`src/rtl/core_pipe_id_if.sv`:
```
// Handshake and data bundle between fetch, the ID stage and IE.
// The slave modport is the ID stage; the master modport is its surroundings.
interface core_pipe_id_if #(
  parameter int XLEN = 32
);
  logic            if_validout;
  logic [XLEN-1:0] if_ram_pc;
  logic            ram_done;
  logic [31:0]     ram_rdata;
  logic            id_allowin;

  logic            ie_allowin;
  logic            ie_result_jmp;
  logic            ie_valid;
  logic            ie_mem_load;
  logic [4:0]      ie_rd;

  logic            id_validout;
  logic [XLEN-1:0] id_pc;
  logic [31:0]     id_inst;
  logic [4:0]      id_rs1;
  logic [4:0]      id_rs2;
  logic [4:0]      id_rd;
  logic [31:0]     id_imm;
  logic [3:0]      id_alu_op;
  logic            id_mem_load;
  logic            id_mem_store;
  logic            id_branch;
  logic            id_jal;
  logic            id_jalr;
  logic            id_wb_en;
  logic            id_illegal;

  modport master (
    output if_validout, if_ram_pc, ram_done, ram_rdata,
    output ie_allowin, ie_result_jmp, ie_valid, ie_mem_load, ie_rd,
    input  id_allowin, id_validout, id_pc, id_inst, id_rs1, id_rs2, id_rd,
    input  id_imm, id_alu_op, id_mem_load, id_mem_store, id_branch,
    input  id_jal, id_jalr, id_wb_en, id_illegal
  );

  modport slave (
    input  if_validout, if_ram_pc, ram_done, ram_rdata,
    input  ie_allowin, ie_result_jmp, ie_valid, ie_mem_load, ie_rd,
    output id_allowin, id_validout, id_pc, id_inst, id_rs1, id_rs2, id_rd,
    output id_imm, id_alu_op, id_mem_load, id_mem_store, id_branch,
    output id_jal, id_jalr, id_wb_en, id_illegal
  );
endinterface

```
`src/rtl/core_pipe_id.sv`:
```
// RV32I instruction-decode pipeline stage: single-entry holding register,
// combinational decode, load-use stall against IE and flush on IE jumps.
module core_pipe_id #(
  parameter int XLEN = 32
) (
  input logic           clk,
  input logic           rst,
  core_pipe_id_if.slave bus
);

  typedef enum logic [6:0] {
    OP_R      = 7'b0110011,
    OP_IMM    = 7'b0010011,
    OP_LOAD   = 7'b0000011,
    OP_STORE  = 7'b0100011,
    OP_BRANCH = 7'b1100011,
    OP_JAL    = 7'b1101111,
    OP_JALR   = 7'b1100111,
    OP_LUI    = 7'b0110111,
    OP_AUIPC  = 7'b0010111,
    OP_FENCE  = 7'b0001111,
    OP_SYSTEM = 7'b1110011
  } opcode_e;

  logic            v;
  logic [XLEN-1:0] pc_q;
  logic [31:0]     inst_q;

  logic [31:0] i_imm, s_imm, b_imm, u_imm, j_imm;
  logic [31:0] imm;
  logic        rs1_use, rs2_use, rd_use, f7_use, wb_use;
  logic        mem_load, mem_store, branch, jal, jalr, illegal;
  logic [4:0]  rs1, rs2, rd;
  logic        stall, accept, handoff;

  assign i_imm = {{20{inst_q[31]}}, inst_q[31:20]};
  assign s_imm = {{20{inst_q[31]}}, inst_q[31:25], inst_q[11:7]};
  assign b_imm = {{19{inst_q[31]}}, inst_q[31], inst_q[7], inst_q[30:25], inst_q[11:8], 1'b0};
  assign u_imm = {inst_q[31:12], 12'b0};
  assign j_imm = {{11{inst_q[31]}}, inst_q[31], inst_q[19:12], inst_q[20], inst_q[30:21], 1'b0};

  always_comb begin
    rs1_use   = 1'b0;
    rs2_use   = 1'b0;
    rd_use    = 1'b0;
    f7_use    = 1'b0;
    wb_use    = 1'b0;
    mem_load  = 1'b0;
    mem_store = 1'b0;
    branch    = 1'b0;
    jal       = 1'b0;
    jalr      = 1'b0;
    illegal   = 1'b0;
    imm       = 32'h0;
    case (inst_q[6:0])
      OP_R: begin
        rs1_use = 1'b1; rs2_use = 1'b1; rd_use = 1'b1; wb_use = 1'b1; f7_use = 1'b1;
      end
      OP_IMM: begin
        rs1_use = 1'b1; rd_use = 1'b1; wb_use = 1'b1; imm = i_imm;
        // Only the shift-immediates carry a meaningful funct7[5] (SRAI vs SRLI)
        f7_use  = (inst_q[14:12] == 3'b001) || (inst_q[14:12] == 3'b101);
      end
      OP_LOAD: begin
        rs1_use = 1'b1; rd_use = 1'b1; wb_use = 1'b1; mem_load = 1'b1; imm = i_imm;
      end
      OP_STORE: begin
        rs1_use = 1'b1; rs2_use = 1'b1; mem_store = 1'b1; imm = s_imm;
      end
      OP_BRANCH: begin
        rs1_use = 1'b1; rs2_use = 1'b1; branch = 1'b1; imm = b_imm;
      end
      OP_JAL: begin
        rd_use = 1'b1; wb_use = 1'b1; jal = 1'b1; imm = j_imm;
      end
      OP_JALR: begin
        rs1_use = 1'b1; rd_use = 1'b1; wb_use = 1'b1; jalr = 1'b1; imm = i_imm;
      end
      OP_LUI, OP_AUIPC: begin
        rd_use = 1'b1; wb_use = 1'b1; imm = u_imm;
      end
      OP_FENCE, OP_SYSTEM: begin
        illegal = 1'b0;
      end
      default: begin
        illegal = 1'b1;
      end
    endcase
  end

  assign rs1 = rs1_use ? inst_q[19:15] : 5'd0;
  assign rs2 = rs2_use ? inst_q[24:20] : 5'd0;
  assign rd  = rd_use  ? inst_q[11:7]  : 5'd0;

  // Operand fields are already zeroed when unused, so a zero match is excluded via ie_rd
  assign stall = v && bus.ie_valid && bus.ie_mem_load && (bus.ie_rd != 5'd0) &&
                 ((rs1_use && (rs1 == bus.ie_rd)) || (rs2_use && (rs2 == bus.ie_rd)));

  assign bus.id_validout = v && !stall;
  assign bus.id_allowin  = !v || (bus.ie_allowin && !stall);

  assign accept  = bus.if_validout && bus.ram_done && bus.id_allowin && !bus.ie_result_jmp;
  assign handoff = bus.id_validout && bus.ie_allowin;

  always_ff @(posedge clk) begin
    if (rst) begin
      v      <= 1'b0;
      pc_q   <= '0;
      inst_q <= 32'h0000_0013;
    end else if (bus.ie_result_jmp) begin
      v <= 1'b0;
    end else if (accept) begin
      v      <= 1'b1;
      pc_q   <= bus.if_ram_pc;
      inst_q <= bus.ram_rdata;
    end else if (handoff) begin
      v <= 1'b0;
    end
  end

  assign bus.id_pc        = pc_q;
  assign bus.id_inst      = inst_q;
  assign bus.id_rs1       = rs1;
  assign bus.id_rs2       = rs2;
  assign bus.id_rd        = rd;
  assign bus.id_imm       = imm;
  assign bus.id_alu_op    = {f7_use ? inst_q[30] : 1'b0, inst_q[14:12]};
  assign bus.id_mem_load  = mem_load;
  assign bus.id_mem_store = mem_store;
  assign bus.id_branch    = branch;
  assign bus.id_jal       = jal;
  assign bus.id_jalr      = jalr;
  assign bus.id_wb_en     = wb_use && (inst_q[11:7] != 5'd0);
  assign bus.id_illegal   = illegal;

endmodule

```
`src/flat_wrapper.sv`:
```
// flat-port wrapper written by rule: the top's interface ports become plain ports
module core_pipe_id_flat 
#(
  parameter int XLEN = 32
)
  (clk, rst, bus_if_validout, bus_if_ram_pc, bus_ram_done, bus_ram_rdata, bus_ie_allowin, bus_ie_result_jmp, bus_ie_valid, bus_ie_mem_load, bus_ie_rd, bus_id_allowin, bus_id_validout, bus_id_pc, bus_id_inst, bus_id_rs1, bus_id_rs2, bus_id_rd, bus_id_imm, bus_id_alu_op, bus_id_mem_load, bus_id_mem_store, bus_id_branch, bus_id_jal, bus_id_jalr, bus_id_wb_en, bus_id_illegal);
  core_pipe_id_if #(.XLEN(XLEN)) bus_i ();
  input logic clk;
  input logic rst;
  input wire logic [$bits(bus_i.if_validout)-1:0] bus_if_validout;
  input wire logic [$bits(bus_i.if_ram_pc)-1:0] bus_if_ram_pc;
  input wire logic [$bits(bus_i.ram_done)-1:0] bus_ram_done;
  input wire logic [$bits(bus_i.ram_rdata)-1:0] bus_ram_rdata;
  input wire logic [$bits(bus_i.ie_allowin)-1:0] bus_ie_allowin;
  input wire logic [$bits(bus_i.ie_result_jmp)-1:0] bus_ie_result_jmp;
  input wire logic [$bits(bus_i.ie_valid)-1:0] bus_ie_valid;
  input wire logic [$bits(bus_i.ie_mem_load)-1:0] bus_ie_mem_load;
  input wire logic [$bits(bus_i.ie_rd)-1:0] bus_ie_rd;
  output wire logic [$bits(bus_i.id_allowin)-1:0] bus_id_allowin;
  output wire logic [$bits(bus_i.id_validout)-1:0] bus_id_validout;
  output wire logic [$bits(bus_i.id_pc)-1:0] bus_id_pc;
  output wire logic [$bits(bus_i.id_inst)-1:0] bus_id_inst;
  output wire logic [$bits(bus_i.id_rs1)-1:0] bus_id_rs1;
  output wire logic [$bits(bus_i.id_rs2)-1:0] bus_id_rs2;
  output wire logic [$bits(bus_i.id_rd)-1:0] bus_id_rd;
  output wire logic [$bits(bus_i.id_imm)-1:0] bus_id_imm;
  output wire logic [$bits(bus_i.id_alu_op)-1:0] bus_id_alu_op;
  output wire logic [$bits(bus_i.id_mem_load)-1:0] bus_id_mem_load;
  output wire logic [$bits(bus_i.id_mem_store)-1:0] bus_id_mem_store;
  output wire logic [$bits(bus_i.id_branch)-1:0] bus_id_branch;
  output wire logic [$bits(bus_i.id_jal)-1:0] bus_id_jal;
  output wire logic [$bits(bus_i.id_jalr)-1:0] bus_id_jalr;
  output wire logic [$bits(bus_i.id_wb_en)-1:0] bus_id_wb_en;
  output wire logic [$bits(bus_i.id_illegal)-1:0] bus_id_illegal;
  assign bus_i.if_validout = bus_if_validout;
  assign bus_i.if_ram_pc = bus_if_ram_pc;
  assign bus_i.ram_done = bus_ram_done;
  assign bus_i.ram_rdata = bus_ram_rdata;
  assign bus_i.ie_allowin = bus_ie_allowin;
  assign bus_i.ie_result_jmp = bus_ie_result_jmp;
  assign bus_i.ie_valid = bus_ie_valid;
  assign bus_i.ie_mem_load = bus_ie_mem_load;
  assign bus_i.ie_rd = bus_ie_rd;
  assign bus_id_allowin = bus_i.id_allowin;
  assign bus_id_validout = bus_i.id_validout;
  assign bus_id_pc = bus_i.id_pc;
  assign bus_id_inst = bus_i.id_inst;
  assign bus_id_rs1 = bus_i.id_rs1;
  assign bus_id_rs2 = bus_i.id_rs2;
  assign bus_id_rd = bus_i.id_rd;
  assign bus_id_imm = bus_i.id_imm;
  assign bus_id_alu_op = bus_i.id_alu_op;
  assign bus_id_mem_load = bus_i.id_mem_load;
  assign bus_id_mem_store = bus_i.id_mem_store;
  assign bus_id_branch = bus_i.id_branch;
  assign bus_id_jal = bus_i.id_jal;
  assign bus_id_jalr = bus_i.id_jalr;
  assign bus_id_wb_en = bus_i.id_wb_en;
  assign bus_id_illegal = bus_i.id_illegal;
  core_pipe_id #(.XLEN(XLEN)) u_core (.clk(clk), .rst(rst), .bus(bus_i));
endmodule
```
`config.mk`:
```
export PLATFORM = sky130hd
export DESIGN_NAME = core_pipe_id_flat
export DESIGN_NICKNAME = d
export VERILOG_FILES = /design/src/rtl/core_pipe_id_if.sv /design/src/rtl/core_pipe_id.sv /design/src/flat_wrapper.sv
export SDC_FILE = /design/constraint.sdc
export NUM_CORES = 1
export LEC_CHECK = 0
export ABC_AREA = 1
export CAP_MARGIN = 20
export CORE_MARGIN = 5
export CORE_UTILIZATION = 44
export DETAILED_ROUTE_END_ITERATION = 7
export GPL_TIMING_DRIVEN = 0
export PLACE_DENSITY = 0.86
export REMOVE_ABC_BUFFERS = 1
export SYNTH_ARGS = -nofsm -noshare
export SYNTH_HDL_FRONTEND = slang
export SYNTH_SLANG_ARGS = --single-unit
```
`constraint.sdc`:
```
create_clock -name clk -period 5.4 [get_ports clk]
set_clock_uncertainty 0.05 [all_clocks]
set_input_delay 1.08 -clock clk [delete_from_list [all_inputs] [get_ports clk]]
set_output_delay 1.08 -clock clk [all_outputs]
set_load 0.03 [all_outputs]
```
==> summary.md <==
| Metric | Value |
|---|---|
| Switching Share | about a third |
| Clk slew on worst S/H paths | 0.08 ns |
| Non-filler cells, final | 992 |
| Cell variety after synth | 32 |
| Nature of the critical path endpoint | primary output |
| Vias/cell | 4.73 |
| Met3 Usage GRT | ~8.3% |
| Gr busiest metal | met2 |
| Commonest non-fill, non-tap cell in the layout | inv_1 |
| RSZ-0062 raised after global routing | false |
| Global-route wire length before repair | 21900 um |
| Post-Syn Area | 4080 um^2 |
| Max-cap violation count | 0 |
| Switching power | 465 uW |
| Antenna violations before repair | 0 |
| WHS Path Cells | 2 |
| Hpwl dp | 9910 um |
| CTS buffer count | 9 |
| Max Freq | 210 MHz |
| Die Wd | 106 um |
| Sequential share of power | between 30 and 40% |
| Max-slew violations | 0 |
| VDD IR-drop max | roughly 0.14 mV |
| CTS sink cnt | between 60 and 70 |
| Min Hold Slack | 0.440 ns |
| Synth area leaders | dfxtp_1, inv_1, nand2_1 |
| Final nets | 953 |
| Share of synthesized area occupied by flip-flops and latches | about a third |
| Ports | 201 |
| Post-CTS Hold Fix Bufs | 0 |
| Global-route usage over all layers | 23.9% |
| Most frequent cells in the layout | inv_1, clkdlybuf4s50_1, nand2_1 |
| Worst-skew pair later-pin latency | ~0.34 ns |
| Htree depth | 3 |
| Non-Filler Cell Area, Final | around 6300 um^2 |
| Area Growth Syn to Fin | 54.3% |
| Final setup vio count | 0 |
| Worst Reg-to-Reg Cells | 13 |
| Cell count after synthesis | 699 |
| Leakage power | 0.00318 uW |
| Routed WL | 13800 um |
| Rows | 35 |
| Worst Path Required | 4.27 ns |
| Vias in the first global route | ~4.4k |
| Leading area contributor after synthesis | dfxtp_1 |
| #FFs+latches synth | 65 |
| Dpl cells | 976 |
| Clk pwr share | about 32% |
| Vias | roughly 4.7k |
| Mean post-synth cell area | roughly 6 um^2 |
| Setup Buffers After CTS | 0 |
| DRT antenna net count | 0 |
| Worst-Margin Slew | 0.961 ns |
| Status | complete, no violations |
| R2R Setup Slk | 2.22 ns |
| ANT cells | 0 |
| Int Pwr | 924 uW |
| Pre-Repair DR Iteration Count | 4 |
| Share of cells above drive strength 1 | approximately 3.6% |
| Setup tns final | 0 ns |
| Worst EP arrival | 3.64 ns |
| Clk root buf | clkbuf_8 |
| Congestion Overflow GR | 0 |
| Met1 Track Usage GR | about 28% |
| CTS max path bufs | 2 |
| Worst R2R Start | u_core.bus.id_inst[4] |
| Routability cong. | 0.821 |
| Port Buffer Count | 200 |
| Worst Setup Slack, final | 0.634 ns |
| WL per Instance | 13.9 um |
| Starting density of the core | between 40 and 50% |
| Post-cts sizing count | 0 |
| DRC viols | 0 |
| YS warnings | 0 |
| CORE AREA | 9150 um^2 |
| Setup WS pre-CTS | 0.636 ns |
| Placed instance area | 6080 um^2 |
| Slew HR | 35.2% |
| Shortest period the worst path allows | 4.77 ns |
| Min-delay worst type | flop to flop |
| Starting DRT DRC Count | 226 |
| Hold endpoint | u_core.bus.id_inst[1] |
| Critical path type | input port to primary output |
| Final Hold Viols | 0 |
| Die height | 106 um |
| CTS tree | done |
| Final period util | 88.3% |
| Pwr/cell area | 221 nW/um^2 |
| Die Area | 11300 um^2 |
| Startpoint Class | input port |
| Max FO, Critical Path | 66 |
| Largest net degree at the start of global routing | between 60 and 70 |
| R2R Path End | u_core.bus.id_inst[25] |
| Combinational Power Share | roughly 30% |
| Top-area cell type share of the netlist area | approximately a third |
| M2 GR Usage | 41.3% |
| Hold_sp | u_core.bus.id_inst[1] |
power groups by stage:
stage | combinational (uW) | clock (uW) | sequential [uW]
2_1_floorplan | 175 | 0 | 583
6_report | 417 | 448 | 524
3_5_place_dp | 417 | 0 | 535
5_1_grt | 452 | 482 | 528
4_1_cts | 419 | 459 | 524
3_3_place_gp | 410 | 0 | 533
worst max-delay path, cell delays in order:
cell and delay, ns:
clkdlybuf4s50_1 0.54, inv_1 0.08, nand2_1 0.07, nand2_1 0.04
nand2_1 0.06, nor2_1 0.04, nand2_1 0.05, nor2_1 0.04
o21bai_4 0.18, nand2_4 0.55, nand2_1 0.14, inv_1 0.09
clkdlybuf4s50_1 0.67
final cells by class:
type / count / area (um^2)
Sequential cell: 65 / 1300
Clock buffer: 11 / 151
Fill cell: 830 / 2860
Multi-Input combinational cell: 385 / 1780
Timing Repair Buffer: 204 / 2070
Inverter: 211 / 792
Tap cell: 111 / 139
Clock inverter: 5 / 62.6
how the worst max path moves through the flow:
stage / start / slack, ns / endpoint / depth (start not counted)
6_report: bus_ie_rd[2] / 0.63 / bus_id_allowin / 13
4_1_cts: bus_ie_rd[2] / 0.62 / bus_id_allowin / 13
3_5_place_dp: bus_ie_rd[2] / 0.64 / bus_id_allowin / 13
5_1_grt: bus_ie_rd[1] / 0.36 / bus_id_allowin / 13
2_1_floorplan: bus_if_validout / 0.94 / u_core.bus.id_inst[0] / 5
3_3_place_gp: bus_if_validout / -1.50 / u_core.bus.id_inst[0] / 6
registers in the layout (all words and copies together) (netlist names):
register            flops
u_core.v                1
u_core.bus.id_inst     32
u_core.bus.id_pc       32
cell families (layout without fill, tap and decap cells):
group | after synthesis | after routing | synth area share (%)
XOR/XNOR | 3 | 3 | 0.644
flip-flops | 65 | 65 | 31.9
AND/OR/NAND/NOR | 343 | 343 | 37.2
buffers and inverters | 249 | 431 | 24.7
AO/OA/AOI/OAI | 39 | 39 | 5.61
per-layer routing:
layer  up-vias  wire [um]  share of wire, %
met4         0        153               1.1
met3        11       1440                10
li1       2416          -                 -
met1      2073       5410                39
met2       196       6790                49
met5         -          0                 0
metrics by stage:
stage	utilization, %	power, uW
after floorplan	-	759
after global placement	65.6	943
after detailed placement	66.5	952
after CTS	68.8	1400
after global routing	68.8	1460
final	68.8	1390
cells in the mapped netlist:
cell,number
nor3_1,4
nor4_1,1
dfxtp_1,65
o21ai_0,24
nand2_1,167
buf_2,12
clkbuf_1,12
xnor2_1,2
nand3_4,1
o21bai_4,1
inv_1,209
nand4_1,66
nor2_2,2
buf_4,3
nor2_1,89
o2111ai_1,1
nand3_2,1
a211oi_1,2
nand2_2,1
nor2_4,1
nand3_1,7
nand3b_1,1
buf_1,5
xor2_1,1
o21bai_1,1
nand2_4,1
o22ai_1,4
a21oi_1,5
or2_2,1
buf_6,6
a22o_1,1
inv_2,2
Power figures use the tool's default switching activity.
